## src/rtl/alu_pkg.sv

```systemverilog
// Shared definitions for the operand-mux arbiter: FSM state codes,
// output-source tags and the default datapath width.
package alu_pkg;

    localparam int DEFAULT_WIDTH = 16;

    // FSM state codes
    localparam logic [1:0] IDLE    = 2'd0;
    localparam logic [1:0] SERVE_A = 2'd1;
    localparam logic [1:0] SERVE_B = 2'd2;

    // Source tags carried on out_src and used as the prio value
    localparam logic SRC_A = 1'b0;
    localparam logic SRC_B = 1'b1;

    // Map a requester tag to the state that serves it
    function automatic logic [1:0] serve_state(input logic src);
        return (src == SRC_B) ? SERVE_B : SERVE_A;
    endfunction

endpackage

```

## src/rtl/MUX_32_16.sv

```systemverilog
// 2:1 operand mux cell shared by the two requesters: s = 0 passes a, s = 1 passes b.
module MUX_32_16 #(
    parameter int W = 16
) (
    input  logic [W-1:0] a,
    input  logic [W-1:0] b,
    input  logic         s,
    output logic [W-1:0] c
);

    assign c = s ? b : a;

endmodule

```

## src/rtl/mux16_rr_arbiter.sv

```systemverilog
// Round-robin arbiter with burst lock for the shared ALU operand mux.
// Two valid/ready requesters compete for the mux; the granted side keeps the
// mux until it sends a last beat or reaches MAX_BURST beats. Accepted beats
// land in a registered output stage with its own valid/ready handshake.
module mux16_rr_arbiter
    import alu_pkg::*;
#(
    parameter int WIDTH     = DEFAULT_WIDTH,
    parameter int MAX_BURST = 4
) (
    input  logic             clk,
    input  logic             rst,
    input  logic             a_valid,
    input  logic [WIDTH-1:0] a_data,
    input  logic             a_last,
    output logic             a_ready,
    input  logic             b_valid,
    input  logic [WIDTH-1:0] b_data,
    input  logic             b_last,
    output logic             b_ready,
    output logic             out_valid,
    output logic [WIDTH-1:0] out_data,
    output logic             out_src,
    input  logic             out_ready,
    output logic             sel,
    output logic             busy
);

    localparam int CW = $clog2(MAX_BURST) + 1;
    localparam logic [CW-1:0] CNT_LAST = CW'(MAX_BURST - 1);

    logic [1:0]       state_q, state_d;
    logic             prio_q, prio_d;
    logic [CW-1:0]    cnt_q, cnt_d;
    logic             out_valid_q, out_valid_d;
    logic [WIDTH-1:0] out_data_q, out_data_d;
    logic             out_src_q, out_src_d;

    logic [WIDTH-1:0] mux_c;
    logic             can_load;
    logic             accept;
    logic             cur_last;
    logic             other_valid;
    logic             grant_end;

    MUX_32_16 #(
        .W (WIDTH)
    ) u_mux (
        .a (a_data),
        .b (b_data),
        .s (sel),
        .c (mux_c)
    );

    // The output register can take a new beat when it is empty or draining now
    assign can_load = !out_valid_q || out_ready;

    assign sel     = (state_q == SERVE_B) ? SRC_B : SRC_A;
    assign a_ready = (state_q == SERVE_A) && can_load;
    assign b_ready = (state_q == SERVE_B) && can_load;
    assign busy    = (state_q != IDLE);

    assign accept      = (a_valid && a_ready) || (b_valid && b_ready);
    assign cur_last    = sel ? b_last  : a_last;
    assign other_valid = sel ? a_valid : b_valid;
    // The grant ends on a last beat or on the MAX_BURST-th beat, whichever comes first
    assign grant_end   = accept && (cur_last || (cnt_q == CNT_LAST));

    assign out_valid = out_valid_q;
    assign out_data  = out_data_q;
    assign out_src   = out_src_q;

    // Next-state logic: arbitration, burst lock/release and output register load/drain
    always_comb begin
        state_d     = state_q;
        prio_d      = prio_q;
        cnt_d       = cnt_q;
        out_valid_d = out_valid_q;
        out_data_d  = out_data_q;
        out_src_d   = out_src_q;

        case (state_q)
            IDLE: begin
                cnt_d = '0;
                if (a_valid && (!b_valid || (prio_q == SRC_A))) begin
                    state_d = SERVE_A;
                end else if (b_valid) begin
                    state_d = SERVE_B;
                end
            end
            SERVE_A, SERVE_B: begin
                if (grant_end) begin
                    // Hand priority over; switch straight to the other side if it waits
                    prio_d  = ~sel;
                    state_d = other_valid ? serve_state(~sel) : IDLE;
                    cnt_d   = '0;
                end else if (accept) begin
                    cnt_d = cnt_q + CW'(1);
                end
            end
            default: begin
                state_d = IDLE;
                cnt_d   = '0;
            end
        endcase

        if (accept) begin
            out_valid_d = 1'b1;
            out_data_d  = mux_c;
            out_src_d   = sel;
        end else if (out_ready) begin
            out_valid_d = 1'b0;
        end
    end

    // State, counter, priority and output registers; reset drops any beat in flight
    always_ff @(posedge clk or posedge rst) begin
        if (rst) begin
            state_q     <= IDLE;
            prio_q      <= SRC_A;
            cnt_q       <= '0;
            out_valid_q <= 1'b0;
            out_data_q  <= '0;
            out_src_q   <= SRC_A;
        end else begin
            state_q     <= state_d;
            prio_q      <= prio_d;
            cnt_q       <= cnt_d;
            out_valid_q <= out_valid_d;
            out_data_q  <= out_data_d;
            out_src_q   <= out_src_d;
        end
    end

endmodule

```

## config.mk

```make
export PLATFORM = sky130hd
export DESIGN_NAME = mux16_rr_arbiter
export DESIGN_NICKNAME = d
export VERILOG_FILES = /design/src/rtl/alu_pkg.sv /design/src/rtl/MUX_32_16.sv /design/src/rtl/mux16_rr_arbiter.sv
export SDC_FILE = /design/constraint.sdc
export NUM_CORES = 1
export LEC_CHECK = 0
export BUFFER_PORTS_ARGS = -buffer_cell sky130_fd_sc_hd__buf_4
export CAP_MARGIN = 20
export CORE_UTILIZATION = 50
export DETAILED_ROUTE_END_ITERATION = 10
export PLACE_DENSITY = 0.95
export SLEW_MARGIN = 10
export SYNTH_ARGS = -nofsm -noshare
export SYNTH_HDL_FRONTEND = slang
export SYNTH_HIERARCHICAL = 1
export SYNTH_SLANG_ARGS = --single-unit
```

## constraint.sdc

```tcl
create_clock -name clk -period 5.3 [get_ports clk]
set_input_delay 1.06 -clock clk [delete_from_list [all_inputs] [get_ports clk]]
set_output_delay 1.06 -clock clk [all_outputs]
set_load 0.01 [all_outputs]
```

Word-level counts from Yosys, hierarchy flattened
Cells that the tools add are included.

Bits in registers: 24. Logic and storage cells: 48.

Add/sub/neg operators: 1. Multiplexer cells: 15. Eq/ne operators: 6. Bitwise logic cells: 2. Reductions and logical operators: 18.

Operators with widths (number): $mux W16 (1); $mux W2 (5); $mux W3 (3); $logic_and A1 B1 Y1 (6); $ne A3 B3 Y1 const B (2); $mux W1 (5); $logic_or A1 B1 Y1 (4); $pmux W2 S2 (1); $reduce_and A2 Y1 (2); $reduce_bool A2 Y1 (2); $add A3 B1 Y3 const B (1); $eq A3 B2 Y1 const B (1); $eq A2 B1 Y1 const B (1); $eq A2 B2 Y1 const B (1); $logic_not A1 Y1 (2); $logic_not A2 Y1 (1); $ne A2 B2 Y1 const B (1); $not A1 Y1 (2); $reduce_or A2 Y1 (1).

Depth between registers and ports, before layout
Gate-level depths: netlist of the first run.

Depth in word-level cells: 8. Mapped depth: 7. Mapped depth without buffers: 6.

Hierarchy
Netlist of the first run, hierarchy kept.

Modules (own cells, without submodules): mux16_rr_arbiter (sequential area each 600.6 µm², area each 1152.4 µm², cells each 127, instances 1); MUX_32_16 (sequential area each 0.0 µm², area each 249.0 µm², cells each 18, instances 1).

Least setup slack after synthesis of the first run
OpenSTA, ideal clock, no wires.

Path kind: input to output. Start point: in out_ready. End point: out a_ready. Arrival time: 1432 ps. Path buffers: 0. Slack: 2808 ps. Stages: 2. Path through: nand2b_1 -> and2_1.

Longest elaborated chain between the ends: 2.

RTL lines: start, declared (line mux16_rr_arbiter.sv:24) `input logic out_ready,`; $logic_or A1 B1 Y1 (line mux16_rr_arbiter.sv:56) `assign can_load = !out_valid_q || out_ready;`; $logic_and A1 B1 Y1 (line mux16_rr_arbiter.sv:59) `assign a_ready = (state_q == SERVE_A) && can_load;`; end, declared (line mux16_rr_arbiter.sv:16) `output logic a_ready,`.

Every way passes these cells.

Worst setup path in the final report of the first run
Start point: reg state_q[0]. End point: out sel.

Longest elaborated chain between the ends: 2.

RTL lines: start, declared (line mux16_rr_arbiter.sv:32) `logic [1:0] state_q, state_d;`; start signal, assigned (line mux16_rr_arbiter.sv:126) `state_q <= state_d;`; $eq A2 B2 Y1 (line mux16_rr_arbiter.sv:58) `assign sel = (state_q == SERVE_B) ? SRC_B : SRC_A;`; $mux W1 (line mux16_rr_arbiter.sv:58); end, declared (line mux16_rr_arbiter.sv:25) `output logic sel,`.

Every way passes these cells.

==> summary.txt, run 1 <==
Status
  • Status: finished, final reports clean

Setup path
  • Reg-to-Reg End: cnt_q[2]$_DFFE_PP0P_
  • Reg2Reg Depth: 6
  • Setup crit end kind: output port
  • Crit-path slowest cell: ha_1
  • Launching point of the worst reg2reg path: state_q[0]$_DFFE_PP0P_
  • Max incr delay on CP: 0.86 ns
  • Worst Path Buf+Inv: 2
  • Worst-path fanout max: 20
  • R2R Setup Slk: 2.73 ns
  • Cell family with most CP delay: adder cells
  • CP Class: reg2out
  • CP Data Arrival Time: 1.98 ns
  • CP Cell Sequence: inv_1 -> ha_1 -> buf_4
  • Critical Path Source Type: flop
  • Critical Path RT: 4.24 ns

Route
  • Drt wl/cell: 13.5 µm
  • Drt pass-1 iters: 5
  • Detailed Route Iter0 Violations: 31
  • Antenna-violating nets left: 0
  • DRT Wirelength: 3150 µm
  • Drt drc: 0
  • Avg Vias per Cell: 5.39
  • DR vias: 1257

Power and ir drop
  • Peak supply drop: 0.361 mV
  • Lkg Pwr: 1.02 nW
  • Pwr Total: 0.000923 W
  • Pwr/cell area: 492 nW/µm²

Finish
  • Nets@finish: 250
  • Layout cells sized above 1: 0.409
  • Final std cells w/o fill: 233
  • Antenna fix cells: 0
  • Fin util: 0.731
  • Area Growth Syn to Fin: 33.9%
  • # fillers: 183

Clock network
  • # H-tree levels: 1
  • Clock buffer depth: 2
  • Post-CTS Resized: 0
  • CTS tree: built
  • CTS Buf Count: 3
  • Clock Latency Late Sink: 0.32 ns
  • Post-CTS Setup Inserts: 0
  • Hold Buf Count CTS: 0
  • CTS Sinks: 24
  • Root buf cell: clkbuf_4
  • Clock Pin Slew Worst Setup and Hold Paths: 0.13 ns

Min path
  • Worst Hold Depth: 2
  • Min-delay worst type: reg2reg
  • Hold Path End: out_data[2]$_DFFE_PP0P_
  • Min-delay src: out_data[2]$_DFFE_PP0P_

STA
  • Fmax: 329 MHz
  • Final clock skew: 0.00825 ns
  • Min Tclk post-route: 3.04 ns
  • Total negative slack: 0 ns
  • Number of max-slew violations in the final report: 0
  • Slew headroom: 0.305
  • Endpoints failing setup: 0
  • Slew @ Worst Pin: 1.04 ns
  • RSZ-0062 raised after global routing: no
  • Final Cycle Share: 0.574
  • Fin. Hold Viols: 0

Die
  • Die area: 3020 µm²
  • I/O pins: 61
  • Die height: 54.9 µm
  • Die width: 54.9 µm
  • Initial Util: 0.546
  • Site Rows: 18
  • Core Region: 2570 µm²

Logic synthesis
  • Main synth FF type: dfrtp_1
  • Post-synth EDFFs: 0
  • Top cells by area, synth: dfrtp_1, nand2_1, mux2_4
  • Post-Syn Nets: 191
  • Synth unique cells: 29
  • Post-Synth Simple-Gate Area: 0.219
  • Area share of the largest cell type after synthesis: 0.429
  • Sequential share of the synthesized area: 0.429
  • Mux share of post-synthesis cell area: 0.180
  • Synth Register Bits: 24
  • Synth warn: 6
  • Compound-Gate Fraction of Synth Area: 0.0616
  • Synth Instances: 145
  • Asr flop ratio synth: 1.00
  • Xor and xnor area share after synthesis: 0
  • Mapped Avg Cell Area: 9.66 µm²
  • Post-Synth Adder-Cell Area: 0.0625
  • Yosys top cell by area: dfrtp_1
  • Synth Cell Area: 1400 µm²
  • Largest family of logic cells by synthesized area: simple AND/OR/NAND/NOR gates

Placed design
  • Number of buffers added on ports: 60
  • Placed Instances: 229
  • Dpl hpwl: 2340 µm
  • GPL Wtd Cong: 0.692

GRT
  • Number of global-route vias before repair: 1252
  • First-pass GRT wire length: 5020 µm
  • GRT overflow: 0
  • Largest net degree at the start of global routing: 25
  • Total GRT Usage: 0.239
  • Initial antenna violation count: 0

Run
  • # Max-Cap Violations: 0
final cells by class:
cell class / instances / area (µm²) / share of cell area
Clock buffer: 4 / 36.3 / 0.0193
Inverter: 5 / 18.8 / 0.0100
Multi-Input combinational cell: 110 / 733 / 0.391
Sequential cell: 24 / 601 / 0.320
Tap cell: 30 / 37.5 / 0.0200
Timing Repair Buffer: 60 / 450 / 0.240
state kept, by name, summed over array words and instances, names as in the netlist:
register,cells
cnt_q,3
state_q,2
out_valid,1
prio_q,1
out_data,16
out_src,1
report_power, final:
part           total [W]  internal (W)  switching [W]
Clock          0.0000974     0.0000420      0.0000554
Sequential      0.000307      0.000259      0.0000477
Combinational   0.000519      0.000261       0.000258
synth_stat cells (2+ instances only):
| library cell | instances |
|---|---|
| nand2b_1 | 2 |
| dfrtp_1 | 24 |
| inv_1 | 5 |
| ha_1 | 7 |
| clkbuf_1 | 2 |
| mux2_4 | 11 |
| nand3_1 | 2 |
| mux2_2 | 6 |
| a21oi_1 | 2 |
| or3_1 | 2 |
| nand2_1 | 58 |
| mux2i_1 | 2 |
| buf_2 | 2 |
| nor2_1 | 2 |
| a21boi_1 | 2 |
| and2_1 | 3 |
stage by stage:
stage	cell area (µm²)	hold slack (ns)	setup slack (ns)
2_1_floorplan	1400	0.496	2.81
3_3_place_gp	1840	0.459	2.58
3_5_place_dp	1840	0.466	2.55
4_1_cts	1880	0.502	2.22
5_1_grt	1880	0.527	2.12
6_report	1880	0.500	2.26
worst max-delay path by stage:
| stage | depth (start not counted) | startpoint | slack (ns) | end |
|---|---|---|---|---|
| after detailed placement | 4 | out_ready | 2.55 | b_ready |
| final | 3 | state_q[0]$_DFFE_PP0P_ | 2.26 | sel |
| after floorplan | 2 | out_ready | 2.81 | a_ready |
| after global routing | 3 | state_q[0]$_DFFE_PP0P_ | 2.12 | sel |
| after CTS | 3 | state_q[0]$_DFFE_PP0P_ | 2.22 | sel |
| after global placement | 4 | out_ready | 2.58 | b_ready |
cells by family (layout without fill, tap and decap cells):
group | count (synthesis) | count (layout)
AOI/OAI and AO/OA | 12 | 12
buffers and inverters | 11 | 69
adders and majority gates | 7 | 7
DFF | 24 | 24
and+or+nand+nor | 72 | 72
muxes | 19 | 19
cells in the final DEF (no fill, tap or decap), drive strengths merged:
| cell | Yosys | final |
|---|---|---|
| buf | 4 | 60 |
| nand2 | 58 | 58 |
| dfrtp | 24 | 24 |
| mux2 | 17 | 17 |
| ha | 7 | 7 |
| inv | 5 | 5 |
| clkbuf | 2 | 4 |
| and2 | 3 | 3 |
| a21boi | 3 | 3 |
| nand2b | 2 | 2 |
| or3 | 2 | 2 |
| nand3 | 2 | 2 |
| mux2i | 2 | 2 |
| a21oi | 2 | 2 |
| nor2 | 2 | 2 |
| a22o | 1 | 1 |
| or2 | 1 | 1 |
| a31oi | 1 | 1 |
| a41oi | 1 | 1 |
| o211ai | 1 | 1 |
| or4b | 1 | 1 |
| o22ai | 1 | 1 |
| a22oi | 1 | 1 |
| o2bb2ai | 1 | 1 |
| or3b | 1 | 1 |
per-layer routing:
layer,GRT usage,part of all wire
met5,0,0
met4,0.121,0.014
met3,0.0601,0.076
met2,0.420,0.51
met1,0.266,0.40
worst register-to-register path: cells and delay by family, from the launching register on:
| kind | cells | cell delay [ns] |
|---|---|---|
| AO/OA/AOI/OAI | 1 | 0.16 |
| multiplexers | 1 | 0.38 |
| buffers and inverters | 1 | 0.12 |
| flip-flops | 1 | 0.42 |
| adder cells (fa/ha/maj) | 1 | 0.87 |
| AND/OR/NAND/NOR | 2 | 0.57 |
Note: power is estimated with default switching activity, not from simulation.
==> run 2: changes to the inputs <==
Settings changed: ABC_AREA set to 1, CORE_UTILIZATION 50 to 42, PLACE_DENSITY 0.95 to 0.86.
Clock period 5.3 ns to 2.7 ns, I/O delays scaled along.
==> run 2 against run 1 <==
Net effect:
- first-iteration DRC count increased by 100%
- largest cell class unchanged
- sequential share of layout area about the same
- largest power group unchanged
- clock power increased by 61%
- global-route usage decreased by 5.3 points
- routed wire length increased by 2.2%
- critical path type unchanged
- via count increased by 8.5%
- final cell count increased by 26%
- sequential power increased by 99%
- combinational power increased by 100%
- hold slack got worse by 0.12 ns
- register-to-register slack got worse by 1.8 ns
==> summary.txt, run 2 <==
Logic synthesis
  • Synth warn: 6 (unchanged)
  • Post-Syn Nets: 238 (was 191)
  • Synth Cell Area: 1420 µm² (was 1400 µm²)
  • Top cells by area, synth: dfrtp_1, nand2_1, ha_1 (was dfrtp_1, nand2_1, mux2_4)
  • Yosys top cell by area: dfrtp_1 (unchanged)
  • Synth unique cells: 19 (was 29)
  • Synth Register Bits: 24 (unchanged)
  • Synth Instances: 192 (was 145)
  • Post-Synth Adder-Cell Area: 0.0619 (was 0.0625)
  • Largest family of logic cells by synthesized area: simple AND/OR/NAND/NOR gates (unchanged)
  • Sequential share of the synthesized area: 0.424 (was 0.429)
  • Area share of the largest cell type after synthesis: 0.424 (was 0.429)
  • Most frequent cell after synthesis: nand2_1 (unchanged)
  • Xor and xnor area share after synthesis: 0 (unchanged)
  • Mapped Avg Cell Area: 7.37 µm² (was 9.66 µm²)
  • Compound-Gate Fraction of Synth Area: 0.0265 (was 0.0616)
  • Post-Synth Simple-Gate Area: 0.396 (was 0.219)
  • Mux share of post-synthesis cell area: 0 (was 0.180)
  • Main synth FF type: dfrtp_1 (unchanged)
  • Post-synth EDFFs: 0 (unchanged)
  • Asr flop ratio synth: 1.00 (unchanged)
  • Synth top cells by count: nand2_1, dfrtp_1, inv_1, nand2_2, ha_1 (was nand2_1, dfrtp_1, mux2_4, ha_1, mux2_2)

STA
  • Final WS setup: 0.580 ns (was 2.26 ns)
  • Worst Hold Slack: 0.385 ns (was 0.500 ns)
  • Min Tclk post-route: 2.12 ns
  • RSZ-0062 raised after global routing: no (unchanged)
  • Final clock skew: 0.00985 ns (was 0.00825 ns)
  • Endpoints failing setup: 0 (unchanged)
  • Number of max-slew violations in the final report: 0 (unchanged)
  • Fin. Hold Viols: 0 (unchanged)
  • Slew headroom: 0.421 (was 0.305)
  • Slew @ Worst Pin: 0.867 ns (was 1.04 ns)
  • Fmax: 472 MHz
  • Total negative slack: 0 ns (unchanged)
  • Final Cycle Share: 0.785

Route
  • Antenna-violating nets left: 0 (unchanged)
  • Avg Vias per Cell: 4.64 (was 5.39)
  • Drt wl/cell: 11.0 µm (was 13.5 µm)
  • Detailed Route Iter0 Violations: 62 (was 31)
  • DRT Wirelength: 3220 µm (was 3150 µm)
  • Drt drc: 0 (unchanged)
  • DR vias: 1364 (was 1257)
  • Drt pass-1 iters: 4 (was 5)

Placed design
  • Dpl hpwl: 2460 µm (was 2340 µm)
  • GPL Wtd Cong: 0.772 (was 0.692)
  • DP Worst Slack: 0.916 ns (was 2.55 ns)
  • Number of buffers added on ports: 60 (unchanged)

Finish
  • Max FFs per register: 16 (unchanged)
  • Highest-count cells in the layout ignoring fill and taps: nand2_1, buf_4, dfrtp_1 (was buf_4, nand2_1, dfrtp_1)
  • Layout cells sized above 1: 0.308 (was 0.409)
  • Nets@finish: 298 (was 250)
  • Antenna fix cells: 0 (unchanged)
  • Area Growth Syn to Fin: 32.7% (was 33.9%)
  • Most common cell after layout, fill and taps aside: nand2_1 (was buf_4)
  • Fin util: 0.600 (was 0.731)

Setup path
  • Critical Path RT: 2.16 ns (was 4.24 ns)
  • Critical Path Source Type: flop (unchanged)
  • Worst-path fanout max: 11 (was 20)
  • R2R Setup Slk: 0.94 ns (was 2.73 ns)
  • Crit path to: sel (unchanged)
  • CP Data Arrival Time: 1.58 ns (was 1.98 ns)
  • Setup crit end kind: output port (unchanged)
  • CP Class: reg2out (unchanged)
  • Reg-to-Reg End: state_q[1]$_DFFE_PP0P_ (was cnt_q[2]$_DFFE_PP0P_)
  • Reg2Reg Depth: 9 (was 6)
  • Launching point of the worst reg2reg path: state_q[0]$_DFFE_PP0P_ (unchanged)
  • Worst setup path startpoint: state_q[0]$_DFFE_PP0P_ (unchanged)

GRT
  • Largest net degree at the start of global routing: 25 (unchanged)
  • Initial antenna violation count: 0 (unchanged)
  • First-pass GRT wire length: 5090 µm (was 5020 µm)
  • GRT overflow: 0 (unchanged)
  • Number of global-route vias before repair: 1167 (was 1252)
  • Total GRT Usage: 0.186 (was 0.239)

Die
  • Initial Util: 0.452 (was 0.546)
  • Core Region: 3130 µm² (was 2570 µm²)
  • Site Rows: 20 (was 18)
  • I/O pins: 61 (unchanged)
  • Die height: 60.0 µm (was 54.9 µm)
  • Die area: 3610 µm² (was 3020 µm²)
  • Die width: 60.0 µm (was 54.9 µm)

Clock network
  • # H-tree levels: 1 (unchanged)
  • CTS Buf Count: 3 (unchanged)
  • Post-CTS Resized: 0 (unchanged)
  • Post-CTS Setup Inserts: 0 (unchanged)
  • CTS Sinks: 24 (unchanged)
  • CTS tree: built (unchanged)
  • Clock buffer depth: 2 (unchanged)
  • Hold Buf Count CTS: 0 (unchanged)
  • Clock Pin Slew Worst Setup and Hold Paths: 0.13 ns (about the same)
  • Root buf cell: clkbuf_4 (unchanged)
  • Clock Latency Late Sink: 0.32 ns (about the same)

Power and ir drop
  • Peak supply drop: 0.564 mV (was 0.361 mV)
  • Pwr/cell area: 964 nW/µm² (was 492 nW/µm²)
  • Lkg Pwr: 1.12 nW (was 1.02 nW)

Min path
  • Min-delay worst type: in2async (was reg2reg)

Run
  • # Max-Cap Violations: 0 (unchanged)

Status
  • Status: finished, final reports clean (unchanged)
run 2: metal layers:
layer  global-route usage  part of all wire  up-vias
met5                    0                 0        -
met3               0.0303             0.038        4
met4               0.0432             0.012        0
li1                     -                 -      698
met2                0.340              0.52       43
met1                0.227              0.43      619
run 2: worst min-delay path by stage:
| stage | startpoint | to | slack, ns | cells after the start |
|---|---|---|---|---|
| floorplan | cnt_q[2]$_DFFE_PP0P_ | cnt_q[2]$_DFFE_PP0P_ | 0.45 | 2 |
| global placement | out_data[10]$_DFFE_PP0P_ | out_data[10]$_DFFE_PP0P_ | 0.45 | 2 |
| detailed placement | out_data[13]$_DFFE_PP0P_ | out_data[13]$_DFFE_PP0P_ | 0.46 | 2 |
| CTS | rst | out_src$_DFFE_PP0P_ | 0.43 | 2 |
| global route | rst | out_data[13]$_DFFE_PP0P_ | 0.47 | 2 |
| finish | rst | out_data[8]$_DFFE_PP0P_ | 0.38 | 2 |
run 2: cell type report:
| class | count | area (µm²) |
|---|---|---|
| tap | 44 | 55.1 |
| fill | 306 | 1250 |
| timing repair buffer | 61 | 458 |
| inverter | 13 | 56.3 |
| multi-input combinational | 149 | 686 |
| sequential | 24 | 601 |
| clock buffer | 3 | 22.5 |
run 2: report_power, final:
| group | internal [W] | switching (W) |
|---|---|---|
| Sequential | 0.000513 | 0.0000982 |
| Clock | 0.0000523 | 0.000105 |
| Combinational | 0.000435 | 0.000607 |
run 2: through the flow:
stage / std cells / total power (W) / cell area, µm²
finish: 294 / 0.00181 / 1880
global route: 294 / 0.00198 / 1880
CTS: 294 / 0.00182 / 1880
detailed placement: 291 / 0.00167 / 1860
global placement: 291 / 0.00163 / 1860
floorplan: 192 / 0.00132 / 1420
run 2: critical path, stage by stage (launching register included):
cell     delay [ns]
dfrtp_1        0.44
inv_1          0.13
ha_1           0.49
buf_4          0.21
run 2: cells by family after synthesis:
kind of cell / Yosys count
DFF: 24
and+or+nand+nor: 135
buffers and inverters: 19
AOI/OAI and AO/OA: 7
adders and majority gates: 7
